**src/rtl/dma_pkg.sv**
```systemverilog
// Shared types for the multi-channel copy engine: FSM states, copy directions
// and the per-slot descriptor layout.
package dma_pkg;

  localparam int DESC_ADDR_W = 16;
  localparam int DESC_CNT_W  = 16;

  localparam logic DIR_RAM2HDD = 1'b0;
  localparam logic DIR_HDD2RAM = 1'b1;

  typedef enum logic [1:0] {
    ST_IDLE  = 2'd0,
    ST_COPY  = 2'd1,
    ST_DRAIN = 2'd2,
    ST_DONE  = 2'd3
  } dma_state_e;

  // Field widths are fixed here; ADDR_W/CNT_W on the top must match them.
  typedef struct packed {
    logic                   dir;
    logic [DESC_ADDR_W-1:0] ram_pos;
    logic [DESC_ADDR_W-1:0] hdd_pos;
    logic [DESC_CNT_W-1:0]  count;
  } desc_t;

endpackage

```
**src/rtl/dma_multichannel_copy_if.sv**
```systemverilog
// CPU-side request / cancel / completion bundle of the copy engine.
interface dma_multichannel_copy_if #(
  parameter int CHANNELS = 4,
  parameter int CH_W     = 2,
  parameter int ADDR_W   = 16,
  parameter int CNT_W    = 16
);
  // A descriptor transfers on a clock edge where req_valid && req_accept;
  // cancel and done are single-cycle strobes with no back-pressure.
  logic                req_valid;
  logic [CH_W-1:0]     req_chan;
  logic                req_dir;
  logic [ADDR_W-1:0]   req_ram_pos;
  logic [ADDR_W-1:0]   req_hdd_pos;
  logic [CNT_W-1:0]    req_count;
  logic                req_accept;
  logic                cancel_valid;
  logic [CH_W-1:0]     cancel_chan;
  logic [CHANNELS-1:0] chan_busy;
  logic                engine_busy;
  logic                done_valid;
  logic [CH_W-1:0]     done_chan;
  logic                done_aborted;
  logic [CNT_W-1:0]    done_cells;

  modport slave (
    input  req_valid, req_chan, req_dir, req_ram_pos, req_hdd_pos, req_count,
    input  cancel_valid, cancel_chan,
    output req_accept, chan_busy, engine_busy,
    output done_valid, done_chan, done_aborted, done_cells
  );

  modport master (
    output req_valid, req_chan, req_dir, req_ram_pos, req_hdd_pos, req_count,
    output cancel_valid, cancel_chan,
    input  req_accept, chan_busy, engine_busy,
    input  done_valid, done_chan, done_aborted, done_cells
  );
endinterface

```
**src/rtl/dma_rr_arbiter.sv**
```systemverilog
// Round-robin pick: lowest requesting slot at or after ptr, wrapping around.
module dma_rr_arbiter #(
  parameter int CHANNELS = 4,
  parameter int CH_W     = 2
) (
  input  logic [CHANNELS-1:0] req,
  input  logic [CH_W-1:0]     ptr,
  output logic                grant_valid,
  output logic [CH_W-1:0]     grant_idx
);
  logic [CH_W-1:0] idx;

  // Scan from farthest to nearest so the nearest requester is written last.
  always_comb begin
    grant_valid = 1'b0;
    grant_idx   = '0;
    idx         = '0;
    for (int i = CHANNELS - 1; i >= 0; i--) begin
      idx = ptr + CH_W'(i);
      if (req[idx]) begin
        grant_valid = 1'b1;
        grant_idx   = idx;
      end
    end
  end
endmodule

```
**src/rtl/dma_multichannel_copy.sv**
```systemverilog
// Multi-slot RAM/HDD copy engine: round-robin over loaded descriptors,
// one cell per clock, with cancel and per-slot completion reporting.
module dma_multichannel_copy
  import dma_pkg::*;
#(
  parameter int DATA_W   = 32,
  parameter int ADDR_W   = DESC_ADDR_W,
  parameter int CNT_W    = DESC_CNT_W,
  parameter int CHANNELS = 4,
  parameter int CH_W     = $clog2(CHANNELS)
) (
  input  logic              clock,
  input  logic              init_flag,
  dma_multichannel_copy_if.slave host,
  output logic [ADDR_W-1:0] pram_addr,
  input  logic [DATA_W-1:0] pram_rd_data,
  output logic              pram_wr_en,
  output logic [DATA_W-1:0] pram_wr_data,
  output logic [ADDR_W-1:0] hdd_addr,
  input  logic [DATA_W-1:0] hdd_rd_data,
  output logic              hdd_wr_en,
  output logic [DATA_W-1:0] hdd_wr_data,
  output dma_state_e        dbg_state
);
  dma_state_e          state_q, state_d;
  desc_t               slot_q [CHANNELS];
  desc_t               slot_d [CHANNELS];
  logic [CHANNELS-1:0] busy_q, busy_d, abort_pend_q, abort_pend_d;
  logic [CH_W-1:0]     rr_ptr_q, rr_ptr_d, act_chan_q, act_chan_d;
  logic                act_dir_q, act_dir_d, aborted_q, aborted_d;
  logic                abort_only_q, abort_only_d, pipe_valid_q, pipe_valid_d;
  logic [ADDR_W-1:0]   src_base_q, src_base_d, dst_base_q, dst_base_d;
  logic [ADDR_W-1:0]   pipe_dst_q, pipe_dst_d;
  logic [CNT_W-1:0]    count_q, count_d, rd_idx_q, rd_idx_d, wr_cnt_q, wr_cnt_d;

  logic                grant_valid, act_live, cancel_active, cancel_pending, wr_en;
  logic [CH_W-1:0]     grant_idx;
  logic [ADDR_W-1:0]   src_addr;
  logic [DATA_W-1:0]   src_rd;
  desc_t               gdesc;

  dma_rr_arbiter #(.CHANNELS(CHANNELS), .CH_W(CH_W)) u_arb (
    .req        (busy_q | abort_pend_q),
    .ptr        (rr_ptr_q),
    .grant_valid(grant_valid),
    .grant_idx  (grant_idx)
  );

  assign gdesc    = slot_q[grant_idx];
  // An abort-only pass through DONE owns no slot, so it is never "active".
  assign act_live = (state_q != ST_IDLE) && !abort_only_q;
  assign cancel_active  = host.cancel_valid && act_live && (host.cancel_chan == act_chan_q);
  assign cancel_pending = host.cancel_valid && busy_q[host.cancel_chan] &&
                          !(act_live && (host.cancel_chan == act_chan_q));

  assign host.req_accept = host.req_valid && !busy_q[host.req_chan] && init_flag &&
                           !(host.cancel_valid && (host.cancel_chan == host.req_chan));

  always_comb begin
    state_d      = state_q;
    slot_d       = slot_q;
    busy_d       = busy_q;
    abort_pend_d = abort_pend_q;
    rr_ptr_d     = rr_ptr_q;
    act_chan_d   = act_chan_q;
    act_dir_d    = act_dir_q;
    aborted_d    = aborted_q;
    abort_only_d = abort_only_q;
    src_base_d   = src_base_q;
    dst_base_d   = dst_base_q;
    count_d      = count_q;
    rd_idx_d     = rd_idx_q;
    wr_cnt_d     = wr_cnt_q;
    pipe_valid_d = 1'b0;
    pipe_dst_d   = pipe_dst_q;

    if (cancel_pending) begin
      busy_d[host.cancel_chan]       = 1'b0;
      abort_pend_d[host.cancel_chan] = 1'b1;
    end
    if (host.req_accept) begin
      slot_d[host.req_chan] = '{dir: host.req_dir,
                                ram_pos: DESC_ADDR_W'(host.req_ram_pos),
                                hdd_pos: DESC_ADDR_W'(host.req_hdd_pos),
                                count: DESC_CNT_W'(host.req_count)};
      busy_d[host.req_chan] = 1'b1;
    end

    unique case (state_q)
      ST_IDLE: if (grant_valid) begin
        rr_ptr_d   = grant_idx + CH_W'(1);
        act_chan_d = grant_idx;
        rd_idx_d   = '0;
        wr_cnt_d   = '0;
        if (abort_pend_q[grant_idx] || (cancel_pending && host.cancel_chan == grant_idx)) begin
          abort_pend_d[grant_idx] = 1'b0;
          aborted_d    = 1'b1;
          abort_only_d = 1'b1;
          state_d      = ST_DONE;
        end else begin
          aborted_d    = 1'b0;
          abort_only_d = 1'b0;
          act_dir_d    = gdesc.dir;
          count_d      = CNT_W'(gdesc.count);
          src_base_d   = (gdesc.dir == DIR_HDD2RAM) ? ADDR_W'(gdesc.hdd_pos) : ADDR_W'(gdesc.ram_pos);
          dst_base_d   = (gdesc.dir == DIR_HDD2RAM) ? ADDR_W'(gdesc.ram_pos) : ADDR_W'(gdesc.hdd_pos);
          state_d      = (gdesc.count == '0) ? ST_DONE : ST_COPY;
        end
      end
      ST_COPY: begin
        if (pipe_valid_q) wr_cnt_d = wr_cnt_q + CNT_W'(1);
        // On cancel the read issued this cycle is discarded, not written.
        if (cancel_active) begin
          aborted_d = 1'b1;
          state_d   = ST_DRAIN;
        end else begin
          pipe_valid_d = 1'b1;
          pipe_dst_d   = dst_base_q + ADDR_W'(rd_idx_q);
          rd_idx_d     = rd_idx_q + CNT_W'(1);
          if (rd_idx_q == count_q - CNT_W'(1)) state_d = ST_DRAIN;
        end
      end
      ST_DRAIN: begin
        if (pipe_valid_q) wr_cnt_d = wr_cnt_q + CNT_W'(1);
        state_d = ST_DONE;
      end
      ST_DONE: begin
        if (!abort_only_q) busy_d[act_chan_q] = 1'b0;
        state_d = ST_IDLE;
      end
      default: state_d = ST_IDLE;
    endcase
  end

  always_ff @(posedge clock) begin
    if (!init_flag) begin
      state_q      <= ST_IDLE;
      slot_q       <= '{default: '0};
      busy_q       <= '0;
      abort_pend_q <= '0;
      rr_ptr_q     <= '0;
      act_chan_q   <= '0;
      act_dir_q    <= 1'b0;
      aborted_q    <= 1'b0;
      abort_only_q <= 1'b0;
      src_base_q   <= '0;
      dst_base_q   <= '0;
      count_q      <= '0;
      rd_idx_q     <= '0;
      wr_cnt_q     <= '0;
      pipe_valid_q <= 1'b0;
      pipe_dst_q   <= '0;
    end else begin
      state_q      <= state_d;
      slot_q       <= slot_d;
      busy_q       <= busy_d;
      abort_pend_q <= abort_pend_d;
      rr_ptr_q     <= rr_ptr_d;
      act_chan_q   <= act_chan_d;
      act_dir_q    <= act_dir_d;
      aborted_q    <= aborted_d;
      abort_only_q <= abort_only_d;
      src_base_q   <= src_base_d;
      dst_base_q   <= dst_base_d;
      count_q      <= count_d;
      rd_idx_q     <= rd_idx_d;
      wr_cnt_q     <= wr_cnt_d;
      pipe_valid_q <= pipe_valid_d;
      pipe_dst_q   <= pipe_dst_d;
    end
  end

  assign src_addr = src_base_q + ADDR_W'(rd_idx_q);
  assign wr_en    = ((state_q == ST_COPY) || (state_q == ST_DRAIN)) && pipe_valid_q;
  assign src_rd   = (act_dir_q == DIR_HDD2RAM) ? hdd_rd_data : pram_rd_data;

  always_comb begin
    pram_addr = '0;
    hdd_addr  = '0;
    if (state_q == ST_COPY) begin
      if (act_dir_q == DIR_RAM2HDD) pram_addr = src_addr;
      else                          hdd_addr  = src_addr;
    end
    if (wr_en) begin
      if (act_dir_q == DIR_RAM2HDD) hdd_addr  = pipe_dst_q;
      else                          pram_addr = pipe_dst_q;
    end
  end

  assign pram_wr_en   = wr_en && (act_dir_q == DIR_HDD2RAM);
  assign hdd_wr_en    = wr_en && (act_dir_q == DIR_RAM2HDD);
  assign pram_wr_data = pram_wr_en ? src_rd : '0;
  assign hdd_wr_data  = hdd_wr_en ? src_rd : '0;

  assign host.chan_busy    = busy_q;
  assign host.engine_busy  = (state_q != ST_IDLE);
  assign host.done_valid   = (state_q == ST_DONE);
  assign host.done_chan    = (state_q == ST_DONE) ? act_chan_q : '0;
  assign host.done_aborted = (state_q == ST_DONE) && aborted_q;
  assign host.done_cells   = (state_q == ST_DONE) ? wr_cnt_q : '0;
  assign dbg_state         = state_q;
endmodule

```
**src/flat_wrapper.sv**
```systemverilog
// flat-port wrapper written by rule: the top's interface ports become plain ports
module dma_multichannel_copy_flat import dma_pkg::*;
#(
  parameter int DATA_W   = 32,
  parameter int ADDR_W   = DESC_ADDR_W,
  parameter int CNT_W    = DESC_CNT_W,
  parameter int CHANNELS = 4,
  parameter int CH_W     = $clog2(CHANNELS)
)
  (clock, init_flag, pram_addr, pram_rd_data, pram_wr_en, pram_wr_data, hdd_addr, hdd_rd_data, hdd_wr_en, hdd_wr_data, dbg_state, host_req_valid, host_req_chan, host_req_dir, host_req_ram_pos, host_req_hdd_pos, host_req_count, host_cancel_valid, host_cancel_chan, host_req_accept, host_chan_busy, host_engine_busy, host_done_valid, host_done_chan, host_done_aborted, host_done_cells);
  dma_multichannel_copy_if #(.CHANNELS(CHANNELS), .CH_W(CH_W), .ADDR_W(ADDR_W), .CNT_W(CNT_W)) host_i ();
  input  logic clock;
  input  logic init_flag;
  output logic [ADDR_W-1:0] pram_addr;
  input  logic [DATA_W-1:0] pram_rd_data;
  output logic pram_wr_en;
  output logic [DATA_W-1:0] pram_wr_data;
  output logic [ADDR_W-1:0] hdd_addr;
  input  logic [DATA_W-1:0] hdd_rd_data;
  output logic hdd_wr_en;
  output logic [DATA_W-1:0] hdd_wr_data;
  output dma_state_e dbg_state;
  input wire logic [$bits(host_i.req_valid)-1:0] host_req_valid;
  input wire logic [$bits(host_i.req_chan)-1:0] host_req_chan;
  input wire logic [$bits(host_i.req_dir)-1:0] host_req_dir;
  input wire logic [$bits(host_i.req_ram_pos)-1:0] host_req_ram_pos;
  input wire logic [$bits(host_i.req_hdd_pos)-1:0] host_req_hdd_pos;
  input wire logic [$bits(host_i.req_count)-1:0] host_req_count;
  input wire logic [$bits(host_i.cancel_valid)-1:0] host_cancel_valid;
  input wire logic [$bits(host_i.cancel_chan)-1:0] host_cancel_chan;
  output wire logic [$bits(host_i.req_accept)-1:0] host_req_accept;
  output wire logic [$bits(host_i.chan_busy)-1:0] host_chan_busy;
  output wire logic [$bits(host_i.engine_busy)-1:0] host_engine_busy;
  output wire logic [$bits(host_i.done_valid)-1:0] host_done_valid;
  output wire logic [$bits(host_i.done_chan)-1:0] host_done_chan;
  output wire logic [$bits(host_i.done_aborted)-1:0] host_done_aborted;
  output wire logic [$bits(host_i.done_cells)-1:0] host_done_cells;
  assign host_i.req_valid = host_req_valid;
  assign host_i.req_chan = host_req_chan;
  assign host_i.req_dir = host_req_dir;
  assign host_i.req_ram_pos = host_req_ram_pos;
  assign host_i.req_hdd_pos = host_req_hdd_pos;
  assign host_i.req_count = host_req_count;
  assign host_i.cancel_valid = host_cancel_valid;
  assign host_i.cancel_chan = host_cancel_chan;
  assign host_req_accept = host_i.req_accept;
  assign host_chan_busy = host_i.chan_busy;
  assign host_engine_busy = host_i.engine_busy;
  assign host_done_valid = host_i.done_valid;
  assign host_done_chan = host_i.done_chan;
  assign host_done_aborted = host_i.done_aborted;
  assign host_done_cells = host_i.done_cells;
  dma_multichannel_copy #(.DATA_W(DATA_W), .ADDR_W(ADDR_W), .CNT_W(CNT_W), .CHANNELS(CHANNELS), .CH_W(CH_W)) u_core (.clock(clock), .init_flag(init_flag), .host(host_i), .pram_addr(pram_addr), .pram_rd_data(pram_rd_data), .pram_wr_en(pram_wr_en), .pram_wr_data(pram_wr_data), .hdd_addr(hdd_addr), .hdd_rd_data(hdd_rd_data), .hdd_wr_en(hdd_wr_en), .hdd_wr_data(hdd_wr_data), .dbg_state(dbg_state));
endmodule
```
**config.mk**
```make
export PLATFORM = sky130hd
export DESIGN_NAME = dma_multichannel_copy_flat
export DESIGN_NICKNAME = d
export VERILOG_FILES = /design/src/rtl/dma_pkg.sv /design/src/rtl/dma_multichannel_copy_if.sv /design/src/rtl/dma_rr_arbiter.sv /design/src/rtl/dma_multichannel_copy.sv /design/src/flat_wrapper.sv
export SDC_FILE = /design/constraint.sdc
export NUM_CORES = 1
export LEC_CHECK = 0
export BUFFER_PORTS_ARGS = -buffer_cell sky130_fd_sc_hd__clkbuf_2
export CORE_MARGIN = 3
export CORE_UTILIZATION = 47
export DETAILED_ROUTE_END_ITERATION = 8
export GPL_ROUTABILITY_DRIVEN = 0
export PLACE_DENSITY = 0.79
export SYNTH_ARGS = -nofsm -noshare
export SYNTH_HDL_FRONTEND = slang
export SYNTH_SLANG_ARGS = --single-unit
```
**constraint.sdc**
```tcl
create_clock -name clock -period 2.8 [get_ports clock]
set_input_delay 0.14 -clock clock [delete_from_list [all_inputs] [get_ports clock]]
set_output_delay 0.14 -clock clock [all_outputs]
set_load 0.02 [all_outputs]
```
Yosys cells after proc, flatten, opt, wreduce, memory -nomap -nowiden:

Cells that the tools add are included.

* output and inout port bits: 126
* register bits: 310
* bits of input ports: 121
* word-level logic and storage cells: 196

* reduce and logical (&&, ||, !) cells: 40
* multiplexer cells: 75
* bitwise logic cells: 14
* $lt $le $gt $ge: 15
* $add $sub $neg: 9
* eq/ne operators: 12

Operators by type and width (number)
* 16-bit two-way mux: 14
* 196-bit bitwise mux: 1
* 49-bit two-way mux: 3
* 49-bit binary-select mux with 2-bit select: 1
* 49-bit demux with 2-bit select: 1
* 32-bit two-way mux: 3
* 16-bit case mux with 2 select lines: 2
* 16-bit by 1-bit adder with 16-bit output, second input constant: 2
* 16-bit adder: 2
* 4-bit two-way mux: 8
* 2-bit by 3-bit < comparator with 1-bit output, second input constant: 8
* 1-bit logical AND: 20
* 2-bit two-way mux: 10
* 1-bit two-way mux: 19
* 16-bit == test: 1
* 16-bit zero test: 1
* 16-bit by 1-bit subtractor with 16-bit output, second input constant: 1
* 1-bit binary-select mux with 2-bit select: 7
* 4-bit bitwise AND: 3
* 4-bit NOT: 3
* 4-bit OR: 3
* 3-bit AND reduction: 4
* 1-bit demux with 2-bit select: 4
* 2-bit by 1-bit >= comparator with 1-bit output, second input constant: 4
* other kinds (20): 40

Longest topological paths before layout:

* depth after elaboration: 16
* depth in mapped cells: 11
* mapped depth without buffers: 11

Hierarchy:

From an unflattened synthesis, not the netlist that was laid out.

* cells, all modules: 1908
* area total of the unflattened synthesis: 16334.4 um^2

Modules (own cells, without submodules)
* dma_multichannel_copy: sequential area each 6206.0 um^2, cells each 1895, times used 1, area each 16256.8 um^2
* dma_rr_arbiter: sequential area each 0.0 um^2, cells each 13, times used 1, area each 77.6 um^2

Least setup slack after synthesis:

Ideal clock, no wire load.

* path kind: register to register
* start point: register u_core.busy_q[3] (netlist: u_core.host.chan_busy[3])
* end point: register u_core.slot_q[70] (netlist name)
* required time: 2.668 ns
* buffers on the path: 3
* arrival: 2.722 ns
* setup slack: -0.054 ns
* cell stages (with the launch flop): 10
* library setup time: 0.132 ns
* period minus slack after synthesis: 2.854 ns
* path through: dfxtp_1 -> mux4_2 -> a311oi_1 -> nand2_1 -> or2_2 -> clkbuf_1 -> clkbuf_1 -> clkbuf_1 -> nand2_1 -> a21oi_1

* longest elaborated chain between the ends: 6

Ends and longest elaborated chain
* from (decl): line dma_multichannel_copy.sv:28 `logic [CHANNELS-1:0] busy_q, busy_d, abort_pend_q, abort_pend_d;`
* from (signal assigned): line dma_multichannel_copy.sv:156 `busy_q <= busy_d;`
* 1-bit binary-select mux with 2-bit select: line dma_multichannel_copy.sv:56 `assign host.req_accept = host.req_valid && !busy_q[host.req_chan] && init_flag &&`
* 1-bit two-way mux (implied by the code): line dma_multichannel_copy.sv:56
* 1-bit zero test: line dma_multichannel_copy.sv:56
* 1-bit logical AND (3 in series): line dma_multichannel_copy.sv:56
* net host_req_accept: line flat_wrapper.sv:31 `output wire logic [$bits(host_i.req_accept)-1:0] host_req_accept;`
* to (signal assigned): line dma_multichannel_copy.sv:155 `slot_q <= slot_d;`
* to (decl): line dma_multichannel_copy.sv:26 `desc_t slot_q [CHANNELS];`

The timed path passes the listed nets, and every way through them passes these cells. The select of a mux whose other input is x is not followed.
A chain may end at the register's enable or synchronous reset.

Worst setup path in the final report:

* start point: register u_core.rd_idx_q[0]
* end point: output port hdd_addr[14]

* longest elaborated chain between the ends: 5

Ends and longest elaborated chain
* from (decl): line dma_multichannel_copy.sv:34 `logic [CNT_W-1:0] count_q, count_d, rd_idx_q, rd_idx_d, wr_cnt_q, wr_cnt_d;`
* from (signal assigned): line dma_multichannel_copy.sv:166 `rd_idx_q <= rd_idx_d;`
* 16-bit adder (*): line dma_multichannel_copy.sv:173 `assign src_addr = src_base_q + ADDR_W'(rd_idx_q);`
* 16-bit two-way mux (*): line dma_multichannel_copy.sv:181 `if (act_dir_q == DIR_RAM2HDD) pram_addr = src_addr;`
* 16-bit two-way mux (*): line dma_multichannel_copy.sv:180 `if (state_q == ST_COPY) begin`
* 16-bit two-way mux: line dma_multichannel_copy.sv:185 `if (act_dir_q == DIR_RAM2HDD) hdd_addr = pipe_dst_q;`
* 16-bit two-way mux (*): line dma_multichannel_copy.sv:184 `if (wr_en) begin`
* to (decl): line flat_wrapper.sv:18 `output logic [ADDR_W-1:0] hdd_addr;`

Every way passes the cells marked *; elsewhere a longest branch is shown, timed or not.

==> results.py <==
metrics = {
    "synthesis": {
        "async_flop_share": 0,
        "synth.cell_area_um2": 16100,
        "synth_seq_cells": 310,
        "syn_inst": 2118,
        "yosysUniqueCellTypes": 69,
        "synth_area_per_cell_um2": 7.60,
        "synthFlopType": "dfxtp_1",
        "synth_nets": 2282,
        "yosys_warnings": 0,
        "synth-edff-count": 0,
        "ys_seq_area_frac": 0.386,
    },
    "setup_path": {
        "crit_buf_inv": 1,
        "worst-path-stages": 11,
        "worst_path_largest_cell_delay_ns": 0.34,
        "critPathKind": "register to output pin",
        "crit_top_cell": "nand3_1",
        "cp.required_ns": 2.66,
        "cp_max_fo": 3,
        "reg2regPathDepth": 10,
        "crit_chain": "ha_4, fa_2, a21o_1, a21oi_2, o211ai_1, nand3_1, nand3_1, a31oi_1, xnor2_1, a22o_1, clkbuf_8",
        "cp-start-kind": "register",
        "cp_top_family": "compound AO/OA/AOI/OAI gates",
        "slowest_stage": "dfxtp_2",
        "worstPathArrival_ns": 2.75,
        "crit_path_end_kind": "output pin",
    },
    "sta": {
        "fin_skew_ns": 0.0220,
        "fmax_ghz": 0.346,
        "tightest_slew_ns": 0.786,
        "slew_violations": 0,
        "max_slew_margin": 0.476,
        "period_minus_slack_ns": 2.89,
        "hold_ws_ns": 0.127,
        "rsz0062_at_grt": "yes",
        "period_share": 1.03,
        "finalSetupViolations": 10,
        "tns_ns": -0.451,
        "hold_violations": 0,
        "fin_ws_ns": -0.0866,
    },
    "finish": {
        "drive_gt1_frac": 0.190,
        "finalNonFillerCells": 2870,
        "area_growth_pct": 24.3,
        "nFillCells": 2928,
        "nNetsFinal": 2558,
    },
    "power": {
        "switching_power_mw": 3.60,
        "power.leakage_nw": 7.76,
        "p_per_area_nw_per_um2": 600,
        "irDropWorstVdd_uv": 383,
        "pwr-share-clk": 0.381,
        "p_sw_frac": 0.300,
        "pwr-share-comb": 0.215,
        "seqPwrFrac": 0.404,
        "p_int_mw": 8.39,
    },
    "run_status": {
        "violations": "negative setup slack",
        "outcome": "finished, violations left",
    },
    "detailed_routing": {
        "wl_per_cell_um": 18.1,
        "drc_errors": 0,
        "drt_iter0_markers": 1501,
        "wirelength_um": 51900,
        "ant_nets": 0,
        "num_vias": 16253,
        "via_per_inst": 5.66,
        "dr.pass1.iters": 5,
    },
    "grt": {
        "grt_busiest_layer": "met2",
        "gr-usage-met2": 0.474,
        "grt_pass1_vias": 15391,
        "grtUsageMet1": 0.330,
        "grtUsageMet3": 0.0583,
        "grt_start_max_net_pins": 99,
        "antenna_found_initial": 7,
        "grt-ovfl-total": 0,
        "grt_first_pass_wirelength_um": 80600,
        "grt_usage": 0.271,
    },
    "clock_network": {
        "clk_pin_slew_worst_paths_ns": 0.06,
        "insertion_delay_ns": 0.52,
        "clockBufferDepth": 3,
        "numCtsBuffers": 34,
        "root_buffer": "clkbuf_16",
        "tritoncts": "built",
        "cts_htree_levels": 2,
        "cts_sinks": 310,
    },
    "floorplan": {
        "ios": 247,
        "core_um2": 33600,
        "die_h_um": 191,
        "die_area_um2": 36500,
        "dieWidth_um": 191,
        "rows": 67,
        "initial_core_util": 0.479,
    },
    "placement": {
        "dp.cells": 2744,
        "io_buffers": 246,
        "dp.final_hpwl_um": 36300,
    },
    "hold_path": {
        "hold_path_depth": 3,
        "hp-class": "input port to register",
    },
    "job": {
        "drv_cap": 0,
    },
}
layer usage:
layer / part of all wire / wire length (µm)
met1: 0.40 / 20700
met4: 0.031 / 1610
met5: 0.0011 / 55
met3: 0.094 / 4870
met2: 0.48 / 24700
cell usage in the layout, fill, tap and decap left out, types with 5 or more instances in the layout:
| master | Yosys | final |
|---|---|---|
| or3_1 | 9 | 9 |
| a31oi_1 | 38 | 38 |
| a22o_1 | 26 | 26 |
| xor2_1 | 32 | 32 |
| ha_1 | 41 | 35 |
| o21bai_1 | 5 | 5 |
| nand4_1 | 9 | 9 |
| inv_1 | 25 | 24 |
| nand2_1 | 617 | 617 |
| nand2b_1 | 7 | 7 |
| a211oi_1 | 48 | 47 |
| and3_1 | 46 | 46 |
| a21oi_1 | 263 | 258 |
| clkbuf_2 | 0 | 235 |
| o21ai_0 | 34 | 25 |
| dlygate4sd3_1 | 1 | 49 |
| mux2i_1 | 85 | 85 |
| a21o_1 | 5 | 5 |
| buf_4 | 1 | 83 |
| clkbuf_1 | 110 | 8 |
| nor2_1 | 105 | 102 |
| and2_1 | 92 | 91 |
| buf_12 | 0 | 10 |
| dfxtp_2 | 0 | 8 |
| clkbuf_8 | 0 | 12 |
| dfxtp_1 | 310 | 300 |
| nor2b_1 | 11 | 9 |
| nor3_1 | 28 | 27 |
| clkbuf_16 | 0 | 35 |
| nand3_1 | 21 | 20 |
| o21ai_1 | 0 | 6 |
| xnor2_1 | 39 | 37 |
flip-flops by register name, indices dropped and copies added, names as in the netlist, 4 cells and up:
name and flops:
u_core.abort_pend_q 4, u_core.count_q 16, u_core.dst_base_q 16, u_core.host.chan_busy 4, u_core.pipe_dst_q 16, u_core.rd_idx_q 16
u_core.slot_q 196, u_core.src_base_q 16, u_core.wr_cnt_q 16
worst register-to-register path: cells and delay by family (launching register included):
kind	cells	cell delay [ns]
AO/OA/AOI/OAI	5	1.04
buffers and inverters	2	0.57
flip-flops	1	0.36
multiplexers	1	0.28
AND/OR/NAND/NOR	2	0.34
layout make-up:
class                      count  area (µm²)  area share
antenna                        3        7.51    0.000376
clock buffer                  50         991      0.0496
clock inverter                11         153     0.00764
inverter                      27         109     0.00545
multi-input combinational   1635        9350       0.468
sequential                   310        6220       0.311
tap                          448         561      0.0280
timing repair buffer         386        2600       0.130
path summary, 6_finish.rpt:
kind	startpoint	to	slack [ns]
worst max-delay path	u_core.rd_idx_q[0]	hdd_addr[14]	-0.09
worst min-delay path	host_cancel_chan[1]	u_core.abort_pend_q[2]	0.13
worst max register to register	u_core.abort_pend_q[2]	u_core.dst_base_q[14]	0.06
worst min register to register	u_core.slot_q[7]	u_core.slot_q[7]	0.45
power groups by stage:
| stage | Sequential [mW] | Combinational (mW) | Clock [mW] |
|---|---|---|---|
| final | 4.84 | 2.57 | 4.57 |
| after global routing | 4.86 | 2.80 | 4.82 |
| after global placement | 4.91 | 2.35 | 0 |
| after CTS | 4.83 | 2.50 | 4.64 |
| after floorplan | 4.85 | 1.60 | 0 |
| after detailed placement | 4.92 | 2.41 | 0 |
kinds of logic (layout without fill, tap and decap cells):
family                   count (synthesis)  after routing  share of synthesized area
adder cells (fa/ha/maj)                 43             43                     0.0344
AO/OA/AOI/OAI                          461            461                      0.173
buffers and inverters                  173            474                     0.0454
flip-flops                             310            310                      0.386
AND/OR/NAND/NOR                        969            969                      0.264
multiplexers                            91             91                     0.0587
XOR/XNOR                                71             71                     0.0387
other                                    0              3                          0
synth_stat cells (3+ instances only):
cell type / number / area [µm²]
buf_2: 21 / 105
clkbuf_1: 110 / 413
a31oi_1: 38 / 238
nor4_1: 4 / 25.0
and3_1: 46 / 288
o31ai_1: 3 / 22.5
or3_1: 9 / 56.3
nand2b_1: 7 / 43.8
or2_2: 4 / 25.0
nor2_1: 105 / 394
o21ai_0: 34 / 170
nand4_1: 9 / 56.3
mux2_2: 3 / 33.8
mux2i_1: 85 / 851
o21a_1: 3 / 22.5
o211ai_1: 4 / 30.0
nand3_1: 21 / 105
xnor2_1: 39 / 342
ha_1: 41 / 513
buf_1: 7 / 26.3
nand3b_1: 3 / 22.5
or4_1: 3 / 22.5
nand2_1: 617 / 2320
a31o_2: 4 / 35.0
a21oi_1: 263 / 1320
dfxtp_1: 310 / 6210
a22o_1: 26 / 228
buf_6: 6 / 67.6
nor3_1: 28 / 140
a21o_1: 5 / 37.5
a311oi_1: 3 / 26.3
a211oi_1: 48 / 360
o21bai_1: 5 / 37.5
xor2_1: 32 / 280
nor2b_1: 11 / 68.8
inv_1: 25 / 93.8
and2_1: 92 / 576
stage by stage:
stage / util / worst slack (ns) / cell area, µm² / power (mW)
4_1_cts: 0.589 / -0.104 / 19800 / 12.0
2_1_floorplan: - / 0.0705 / 16100 / 6.45
3_5_place_dp: 0.536 / 0.0973 / 18000 / 7.32
6_report: 0.595 / -0.0866 / 20000 / 12.0
5_1_grt: 0.595 / -0.212 / 20000 / 12.5
3_3_place_gp: 0.536 / 0.165 / 18000 / 7.26
timing repair:
action / CTS / global route
hold endpoints to repair: 196 / 0
pin swaps: 19 / 9
buffers inserted: 3 / 9
hold buffers: 49 / 0
gates resized for setup: 39 / 34
endpoints found under the setup margin: 14 / 64
cloned: 0 / 1
(Power assumes the default switching activity.)
